===== config.mk =====
export PLATFORM = sky130hd
export DESIGN_NAME = teclado_matricial_4x4
export DESIGN_NICKNAME = d
export VERILOG_FILES = /design/src/rtl/teclado_pkg.sv /design/src/rtl/sincronizador_2ff.sv /design/src/rtl/teclado_matricial_4x4.sv
export SDC_FILE = /design/constraint.sdc
export NUM_CORES = 1
export LEC_CHECK = 0
export CAP_MARGIN = 0
export CORE_ASPECT_RATIO = 1.4
export CORE_MARGIN = 2
export CORE_UTILIZATION = 64
export DETAILED_ROUTE_END_ITERATION = 8
export GPL_TIMING_DRIVEN = 0
export HOLD_SLACK_MARGIN = 0.03
export PLACE_DENSITY_LB_ADDON = 0.25
export SYNTH_ARGS = -nofsm -noshare
export SYNTH_HDL_FRONTEND = slang
export SYNTH_SLANG_ARGS = --single-unit

===== constraint.sdc =====
create_clock -name clk -period 5 [get_ports clk]
set_clock_uncertainty 0.05 [all_clocks]
set_input_delay 1.5 -clock clk [delete_from_list [all_inputs] [get_ports clk]]
set_output_delay 1.5 -clock clk [all_outputs]
set_load 0.005 [all_outputs]

===== src/rtl/teclado_pkg.sv =====
// Shared types for the 4x4 keypad scanner: FSM states, key codes and the
// row/column to key-code map.
package teclado_pkg;

   typedef enum logic [1:0] {
      ESCANEO        = 2'd0,
      REBOTE_PULSADO = 2'd1,
      EMITIR         = 2'd2,
      ESPERA_SOLTAR  = 2'd3
   } estado_t;

   localparam logic [3:0] TEC_SUMA     = 4'hA;
   localparam logic [3:0] TEC_RESTA    = 4'hB;
   localparam logic [3:0] TEC_MULT     = 4'hC;
   localparam logic [3:0] TEC_DIV      = 4'hD;
   localparam logic [3:0] TEC_BORRAR   = 4'hE;
   localparam logic [3:0] TEC_INGRESAR = 4'hF;

   function automatic logic [3:0] codigo_tecla(input logic [1:0] fila, input logic [1:0] col);
      logic [3:0] cod;
      cod = 4'h0;
      case ({fila, col})
         4'h0: cod = 4'h1;
         4'h1: cod = 4'h2;
         4'h2: cod = 4'h3;
         4'h3: cod = TEC_SUMA;
         4'h4: cod = 4'h4;
         4'h5: cod = 4'h5;
         4'h6: cod = 4'h6;
         4'h7: cod = TEC_RESTA;
         4'h8: cod = 4'h7;
         4'h9: cod = 4'h8;
         4'hA: cod = 4'h9;
         4'hB: cod = TEC_MULT;
         4'hC: cod = TEC_BORRAR;
         4'hD: cod = 4'h0;
         4'hE: cod = TEC_INGRESAR;
         4'hF: cod = TEC_DIV;
      endcase
      return cod;
   endfunction

   function automatic logic es_digito(input logic [3:0] cod);
      return (cod <= 4'h9);
   endfunction

endpackage


===== src/rtl/sincronizador_2ff.sv =====
// Two-flop synchroniser for asynchronous level inputs; reset value is
// configurable so idle lines come out of reset at their inactive level.
module sincronizador_2ff #(
   parameter int               ANCHO       = 1,
   parameter logic [ANCHO-1:0] VALOR_RESET = '0
) (
   input  logic             clk,
   input  logic             reset,
   input  logic [ANCHO-1:0] d,
   output logic [ANCHO-1:0] q
);

   logic [ANCHO-1:0] etapa1_q;
   logic [ANCHO-1:0] etapa2_q;

   always_ff @(posedge clk) begin
      if (reset) begin
         etapa1_q <= VALOR_RESET;
         etapa2_q <= VALOR_RESET;
      end else begin
         etapa1_q <= d;
         etapa2_q <= etapa1_q;
      end
   end

   assign q = etapa2_q;

endmodule


===== src/rtl/teclado_matricial_4x4.sv =====
// 4x4 keypad scanner with row debouncing and per-class key strobes.
// Optional digit auto-repeat is enabled by defining TECLADO_AUTOREPEAT_EN.
module teclado_matricial_4x4
   import teclado_pkg::*;
#(
   parameter int SCAN_DIV     = 1000,
   parameter int DEBOUNCE_CYC = 200000,
   parameter int REPEAT_CYC   = 25000000
) (
   input  logic       clk,
   input  logic       reset,
   input  logic [3:0] filas,
   output logic [3:0] columnas,
   output logic [3:0] tecla,
   output logic       numero_en,
   output logic       operacion_en,
   output logic       ingresar_en,
   output logic       borrar_en
);

   localparam int DIV_W = $clog2(SCAN_DIV);
   localparam int DEB_W = $clog2(DEBOUNCE_CYC + 1);
   localparam logic [DIV_W-1:0] DIV_ULT = DIV_W'(SCAN_DIV - 1);
   localparam logic [DEB_W-1:0] DEB_ULT = DEB_W'(DEBOUNCE_CYC - 1);

   if (SCAN_DIV < 4) begin : g_chk_div
      $error("SCAN_DIV must be at least 4");
   end
   if (DEBOUNCE_CYC < 1) begin : g_chk_deb
      $error("DEBOUNCE_CYC must be at least 1");
   end
   if (REPEAT_CYC < 1) begin : g_chk_rep
      $error("REPEAT_CYC must be at least 1");
   end

   function automatic logic una_fila_baja(input logic [3:0] p);
      return ($countones(~p) == 1);
   endfunction

   function automatic logic [1:0] indice_fila(input logic [3:0] p);
      logic [1:0] idx;
      idx = 2'd0;
      case (p)
         4'b1101: idx = 2'd1;
         4'b1011: idx = 2'd2;
         4'b0111: idx = 2'd3;
         default: idx = 2'd0;
      endcase
      return idx;
   endfunction

   logic [3:0] filas_s;

   sincronizador_2ff #(
      .ANCHO       (4),
      .VALOR_RESET (4'hF)
   ) u_sinc_filas (
      .clk   (clk),
      .reset (reset),
      .d     (filas),
      .q     (filas_s)
   );

   estado_t          estado_q, estado_d;
   logic [1:0]       col_q, col_d;
   logic [3:0]       columnas_q, columnas_d;
   logic [DIV_W-1:0] div_q, div_d;
   logic [DEB_W-1:0] deb_q, deb_d;
   logic [3:0]       patron_q, patron_d;
   logic [1:0]       fila_q, fila_d;
   logic [3:0]       tecla_q, tecla_d;
   logic             numero_q, numero_d;
   logic             operacion_q, operacion_d;
   logic             ingresar_q, ingresar_d;
   logic             borrar_q, borrar_d;
   logic [3:0]       codigo;

`ifdef TECLADO_AUTOREPEAT_EN
   localparam int REP_W = $clog2(REPEAT_CYC + 1);
   localparam logic [REP_W-1:0] REP_ULT = REP_W'(REPEAT_CYC - 1);
   logic [REP_W-1:0] rep_q, rep_d;
`endif

   assign codigo = codigo_tecla(fila_q, col_q);

   always_comb begin
      estado_d    = estado_q;
      col_d       = col_q;
      div_d       = div_q;
      deb_d       = deb_q;
      patron_d    = patron_q;
      fila_d      = fila_q;
      tecla_d     = tecla_q;
      numero_d    = 1'b0;
      operacion_d = 1'b0;
      ingresar_d  = 1'b0;
      borrar_d    = 1'b0;
`ifdef TECLADO_AUTOREPEAT_EN
      rep_d       = rep_q;
`endif
      case (estado_q)
         ESCANEO: begin
            if (div_q == DIV_ULT) begin
               div_d = '0;
               // Zero or several rows low (ghosting) never latch a key.
               if (una_fila_baja(filas_s)) begin
                  patron_d = filas_s;
                  fila_d   = indice_fila(filas_s);
                  deb_d    = '0;
                  estado_d = REBOTE_PULSADO;
               end else begin
                  col_d = col_q + 2'd1;
               end
            end else begin
               div_d = div_q + DIV_W'(1);
            end
         end
         REBOTE_PULSADO: begin
            if (filas_s != patron_q) begin
               estado_d = ESCANEO;
               div_d    = '0;
               deb_d    = '0;
            end else if (deb_q == DEB_ULT) begin
               estado_d    = EMITIR;
               deb_d       = '0;
               tecla_d     = codigo;
               numero_d    = es_digito(codigo);
               operacion_d = (codigo >= TEC_SUMA) && (codigo <= TEC_DIV);
               borrar_d    = (codigo == TEC_BORRAR);
               ingresar_d  = (codigo == TEC_INGRESAR);
            end else begin
               deb_d = deb_q + DEB_W'(1);
            end
         end
         EMITIR: begin
            estado_d = ESPERA_SOLTAR;
            deb_d    = '0;
`ifdef TECLADO_AUTOREPEAT_EN
            rep_d    = '0;
`endif
         end
         ESPERA_SOLTAR: begin
            if (filas_s == 4'hF) begin
               if (deb_q == DEB_ULT) begin
                  estado_d = ESCANEO;
                  deb_d    = '0;
                  div_d    = '0;
                  col_d    = col_q + 2'd1;
               end else begin
                  deb_d = deb_q + DEB_W'(1);
               end
            end else begin
               deb_d = '0;
            end
`ifdef TECLADO_AUTOREPEAT_EN
            // Non-digit keys park the counter at its last value and never repeat.
            if (filas_s == patron_q) begin
               if (rep_q == REP_ULT) begin
                  if (es_digito(tecla_q)) begin
                     rep_d    = '0;
                     numero_d = 1'b1;
                  end
               end else begin
                  rep_d = rep_q + REP_W'(1);
               end
            end else begin
               rep_d = '0;
            end
`endif
         end
      endcase
      columnas_d = ~(4'b0001 << col_d);
   end

   always_ff @(posedge clk) begin
      if (reset) begin
         estado_q    <= ESCANEO;
         col_q       <= 2'd0;
         columnas_q  <= 4'b1110;
         div_q       <= '0;
         deb_q       <= '0;
         patron_q    <= 4'hF;
         fila_q      <= 2'd0;
         tecla_q     <= 4'h0;
         numero_q    <= 1'b0;
         operacion_q <= 1'b0;
         ingresar_q  <= 1'b0;
         borrar_q    <= 1'b0;
`ifdef TECLADO_AUTOREPEAT_EN
         rep_q       <= '0;
`endif
      end else begin
         estado_q    <= estado_d;
         col_q       <= col_d;
         columnas_q  <= columnas_d;
         div_q       <= div_d;
         deb_q       <= deb_d;
         patron_q    <= patron_d;
         fila_q      <= fila_d;
         tecla_q     <= tecla_d;
         numero_q    <= numero_d;
         operacion_q <= operacion_d;
         ingresar_q  <= ingresar_d;
         borrar_q    <= borrar_d;
`ifdef TECLADO_AUTOREPEAT_EN
         rep_q       <= rep_d;
`endif
      end
   end

   assign columnas     = columnas_q;
   assign tecla        = tecla_q;
   assign numero_en    = numero_q;
   assign operacion_en = operacion_q;
   assign ingresar_en  = ingresar_q;
   assign borrar_en    = borrar_q;

endmodule


## After elaboration in Yosys (flattened, before gate mapping)

Memory sizes are Yosys's and may differ from the RTL's.
Index checks and enable logic that the tools add are counted.

- Flip-flop bits (word level): 58
- ROM bits: 64
- Input port bits: 6
- Output and inout bits: 12
- Memories kept: 1

Memories:

| name | words | bits a word | read ports | clocked after Yosys merged registers in | write ports | RTL line | RTL |
|---|---|---|---|---|---|---|---|
| (no name shown) | 16 | 4 | 1 | 0 | 0 | teclado_pkg.sv:22 | `case ({fila, col})` |

- Add/sub/neg operators: 6
- $lt $le $gt $ge: 3
- Eq/ne operators: 19
- Shift-type cells: 1
- Mux-type cells: 24
- Bitwise gates (word level): 5
- Reductions and logical operators: 9

Operators by type and width:

| cell | number |
|---|---|
| two-way mux 18 bit | 5 |
| case mux 18 bit (4 select lines) | 1 |
| two-way mux 10 bit | 4 |
| case mux 10 bit (3 select lines) | 1 |
| equality test 4 bit (second input constant) | 5 |
| two-way mux 2 bit | 10 |
| adder 18 x 1 -> 18 bit (second input constant) | 1 |
| equality test 18 bit (second input constant) | 1 |
| adder 10 x 1 -> 10 bit (second input constant) | 1 |
| equality test 10 bit (second input constant) | 1 |
| inequality test 2 bit (second input constant) | 5 |
| <= comparator 4 bit (second input constant) | 2 |
| NOT 4 bit | 2 |
| case mux 2 bit (4 select lines) | 1 |
| case mux 2 bit (3 select lines) | 1 |
| AND reduction 3 bit | 2 |
| AND reduction 5 bit | 1 |
| adder 1 x 1 -> 2 bit | 2 |
| equality test 2 bit (second input constant) | 2 |
| equality test 4 x 3 -> 1 bit (second input constant) | 1 |
| >= comparator 4 bit (second input constant) | 1 |
| inequality test 4 bit | 1 |
| case mux 2 bit (2 select lines) | 1 |
| AND reduction 4 bit | 1 |
| other kinds (12) | 14 |

## Logic depth before layout (Yosys ltp)

- Depth in word-level cells: 9
- Depth in mapped cells: 10

## Modules after synthesis

A second synthesis with hierarchy kept.

- Cells, all modules: 320
- Area total of the unflattened synthesis: 2864.0 µm²

By module, submodules not included:

| module | times used | cells an instance | area each (µm²) | seq. area each (µm²) |
|---|---|---|---|---|
| teclado_matricial_4x4 | 1 | 304 | 2653.8 | 1001.0 |
| sincronizador_2ff | 1 | 16 | 210.2 | 160.2 |

## Worst setup path before layout

No wires, ideal clock.

- Path type: register -> register
- Start: register u_sinc_filas.etapa2_q[0] (netlist: u_sinc_filas.q[0])
- End: register deb_q[15]
- Library setup time: 132 ps
- Data arrival time: 2908 ps
- Required time: 4818 ps
- Setup slack: 1910 ps
- Stages on the path, launching flop included: 11
- Path through: dfxtp_1 -> fa_1 -> inv_1 -> ha_1 -> ha_1 -> or3b_2 -> o41a_1 -> buf_2 -> nor4_1 -> xnor2_1 -> nor3_1

- Word-level cells in the longest chain between the ends: 6
- Elaborated cells on any way between the ends: 11
- Classes of those cells: 2 x add/sub; 4 x eq/ne; 3 x mux; 1 x bitwise; 1 x reduce/logical

Ends and longest elaborated chain:

| element | RTL line | RTL |
|---|---|---|
| from (decl) | sincronizador_2ff.sv:14 | `logic [ANCHO-1:0] etapa2_q;` |
| from (signal assigned) | sincronizador_2ff.sv:22 | `etapa2_q <= etapa1_q;` |
| NOT 4 bit | teclado_matricial_4x4.sv:37 | `return ($countones(~p) == 1);` |
| adder 1 x 1 -> 2 bit (implied by the code) | teclado_matricial_4x4.sv:37 |  |
| adder 2 x 2 -> 3 bit (implied by the code) | teclado_matricial_4x4.sv:37 |  |
| equality test 3 x 1 -> 1 bit | teclado_matricial_4x4.sv:37 |  |
| inequality test 2 bit (no source line) | - |  |
| AND reduction 2 bit (no source line) | - |  |
| to (signal assigned) | teclado_matricial_4x4.sv:181 | `deb_q <= '0;` |
| to (signal assigned) | teclado_matricial_4x4.sv:197 | `deb_q <= deb_d;` |
| to (decl) | teclado_matricial_4x4.sv:68 | `logic [DEB_W-1:0] deb_q, deb_d;` |

Several ways; a longest one is shown, not always the timed one.
A chain may end at the register's enable or synchronous reset.

## Final worst setup path

- Start: register u_sinc_filas.etapa2_q[0] (netlist: u_sinc_filas.q[0])
- End: register deb_q[12]

Same word-level chain as after synthesis.

==> flow_summary_export.csv <==
group,metric,value,unit
cts,root_buffer,"clkbuf_8",
layout,num-nets-final,385,
worst_setup_path,regToRegSetupSlack,1.51,ns
grt,antenna_found_initial,0,
timing,finalSetupViolCount,0,
detailed_routing,wl,7060,µm
worst_setup_path,path_cells,"fa_1 > inv_1 > ha_1 > ha_1 > or3b_2 > o41ai_2 > nand4_1 > xor2_1 > nor3_1",
layout,fill_cells,317,
logic_synthesis,synth_flop_cell,"dfxtp_1",
run,max_cap_viol_count,0,
logic_synthesis,synth_common_cells,"58 x dfxtp_1, 27 x nor3_1, 23 x nand2_1",
worst_setup_path,crit_path_frequent_cell,"ha_1",
cts,insertion_delay,0.35,ns
timing,drv_slew,0,
logic_synthesis,synthMostInstantiatedCell,"dfxtp_1",
worst_setup_path,worstSetupPathType,"flop to flop",
grt,grt_pass1_vias,2728,
worst_setup_path,cp.required,5.21,ns
logic_synthesis,synth_edf_count,0,
cts,h-tree-depth,3,
cts,hold_buffers,0,
detailed_routing,ant_nets,0,
logic_synthesis,yosys.area.top_type,"dfxtp_1",
logic_synthesis,ys_seq_elements,58,
die,io-pin-count,18,
worst_setup_path,worstSetupStartpointType,"flop",
pwr,cellPowerDensity,302,nW/µm²
worst_setup_path,critical_path.max_fanout,10,
timing,rsz0062_at_grt,"no",
detailed_routing,drt_first_pass_iters,5,
cts,cts_made_buffers,9,
min_path,hold_path.class,"flop to flop",
worst_setup_path,arrival,3.71,ns
cts,ctsResizeCount,0,
pwr,ir_drop,0.000230,V
detailed_routing,vias,2718,
min_path,holdPathEnd,"u_sinc_filas.q[1]",
place,hpwl,4990,µm
grt,grt_overflow,0,
worst_setup_path,end_kind,"flop",
timing,hold_slack,0.362,ns
cts,cts_setup_buffers,0,
pwr,leakage,0.00124,µW
timing,slew_headroom,29.8,%
logic_synthesis,synth_cell_types,57,
logic_synthesis,syn_nets,357,
layout,drive_gt1_share,11.1,%
logic_synthesis,synth_top_area_share,37.6,%
detailed_routing,avgViaCountPerCell,6.29,
grt,grt_max_degree,11,
worst_setup_path,r2r_start,"u_sinc_filas.q[0]",
die,dieArea,5400,µm²
worst_setup_path,rr_worst_depth,9,
cts,tritoncts,"done",
die,die_w,62.7,µm
logic_synthesis,synthCells,337,
worst_setup_path,critPathSlowestCell,"o41ai_2",
cts,path_clk_slew,0.06,ns
timing,hold_violations,0,
timing,fmax,286,MHz
detailed_routing,drtIter0Drc,361,
min_path,hold_path_startpoint,"u_sinc_filas.etapa1_q[1]",
place,io_buffers,17,
cts,clk_path_buf_depth,2,
timing,finalCriticalPeriod,3.49,ns
detailed_routing,post_drt_wl_per_cell,16.3,µm
logic_synthesis,synthTopCellsByArea,"dfxtp_1 38%, ha_1 5.3%, nor3_1 4.4%",
outcome,status,"finished clean",
grt,grtUsageTotal,28.5,%
die,core_area,4570,µm²
logic_synthesis,yosys_warnings,0,
layout,syn2layout_area_growth,15.6,%
worst_setup_path,crit_buf_inv,1,
logic_synthesis,syn_avg_cell_area,9.16,µm²
timing,fin_crit_sh,69.9,%
worst_setup_path,critPathMaxStageDelay,0.84,ns
die,start_util,67.5,%
timing,worst_pin_slew,1.04,ns
timing,setup_tns,0,ns
worst_setup_path,path_delay_family,"adder cells",
grt,grt_pass1_wl,12100,µm
worst_setup_path,rr_endpoint,"deb_q[12]",
die,num_rows,29,
die,die_h,86.2,µm
logic_synthesis,netlist_area,3090,µm²
cts,clock-sinks,58,
min_path,whs_path_depth,1,
logic_synthesis,synthArstFlopShare,0,%
detailed_routing,drc,0,
layout,diodes,0,
logic_synthesis,ys_seq_area_share,37.6,%
place,finalWeightedCongestion,0.879,
## layer usage
layer  up-vias  routed length, µm  global-route usage, %  share of wire [%]
met5         -                  0                      0                  0
met4         0                236                   17.0                3.3
met3        22                284                   5.38                4.0
met2        83               3820                   54.1                 54
met1      1292               2720                   28.5                 39
li1       1321                  -                      -                  -
## area by class of cell
class                           instances  area (µm²)  area share (%)
Timing Repair Buffer                   17         170            4.77
Tap cell                               62        77.6            2.17
Sequential cell                        58        1160            32.5
Clock buffer                           11         131            3.68
Multi-Input combinational cell        247        1780            49.8
Clock inverter                          5         103            2.88
Inverter                               14        52.6            1.47
Buffer                                 18        96.3            2.70
## metrics by stage
step	cell area (µm²)	setup WS (ns)	total power, µW	util (%)	std cells
after floorplan	3090	1.91	545	-	337
after global placement	3330	1.63	564	72.9	416
after detailed placement	3330	1.53	567	72.9	416
after CTS	3570	1.50	1080	78.0	432
after global routing	3570	1.28	1100	78.0	432
final	3570	1.51	1080	78.0	432
## logic make-up (layout without fill, tap and decap cells)
group | count (synthesis) | after routing | share of synthesized area (%)
simple gates | 141 | 141 | 26.3
compound gates | 62 | 62 | 16.4
flops | 58 | 58 | 37.6
buf+inv | 32 | 65 | 4.83
xor+xnor | 20 | 20 | 5.68
fa+ha+maj | 14 | 14 | 5.92
mux | 10 | 10 | 3.24
## flip-flops by register name, summed over array words and instances, names as in the netlist, named ones only
name	count
patron_q	4
borrar_en	1
fila_q	2
col_q	2
deb_q	18
operacion_en	1
numero_en	1
div_q	10
u_sinc_filas.q	4
u_sinc_filas.etapa1_q	4
estado_q	1
tecla	4
ingresar_en	1
columnas	4
## worst max-delay path by stage
stage,slack [ns],cells past startpoint,endpoint,startpoint
CTS,1.50,9,deb_q[12],u_sinc_filas.q[0]
global placement,1.63,9,deb_q[10],u_sinc_filas.q[0]
detailed placement,1.53,9,deb_q[12],u_sinc_filas.q[0]
finish,1.51,9,deb_q[12],u_sinc_filas.q[0]
global route,1.28,9,deb_q[4],u_sinc_filas.q[0]
floorplan,1.91,10,deb_q[15],u_sinc_filas.q[0]
## power by group
group          total [µW]  internal, µW  switching, µW  leakage (µW)
Combinational        79.2          30.3           48.9      0.000659
Clock                 519           330            189      0.000114
Sequential            479           471           7.29      0.000470
## cell usage in the layout, fill, tap and decap left out, types with 3 or more instances in the layout
cell              n
dfxtp_1          58
or4_1             8
clkdlybuf4s50_1  17
clkbuf_1         13
xor2_1            9
nand2b_1          5
ha_1             13
nand4b_1          4
nor3_1           27
buf_6             3
o31ai_1          10
xnor2_1          11
nand2_1          23
nor2_1           14
bufinv_16         3
nor4_1            7
nand3_1           9
nor3b_1           3
a21oi_1          18
clkbuf_8          9
and2_1            3
and3_1            5
a211oi_1          5
mux2i_1          10
o211ai_1          4
inv_1            14
o21ai_0           4
or2_2             8
nand4_1          12
(Power assumes the default switching activity.)
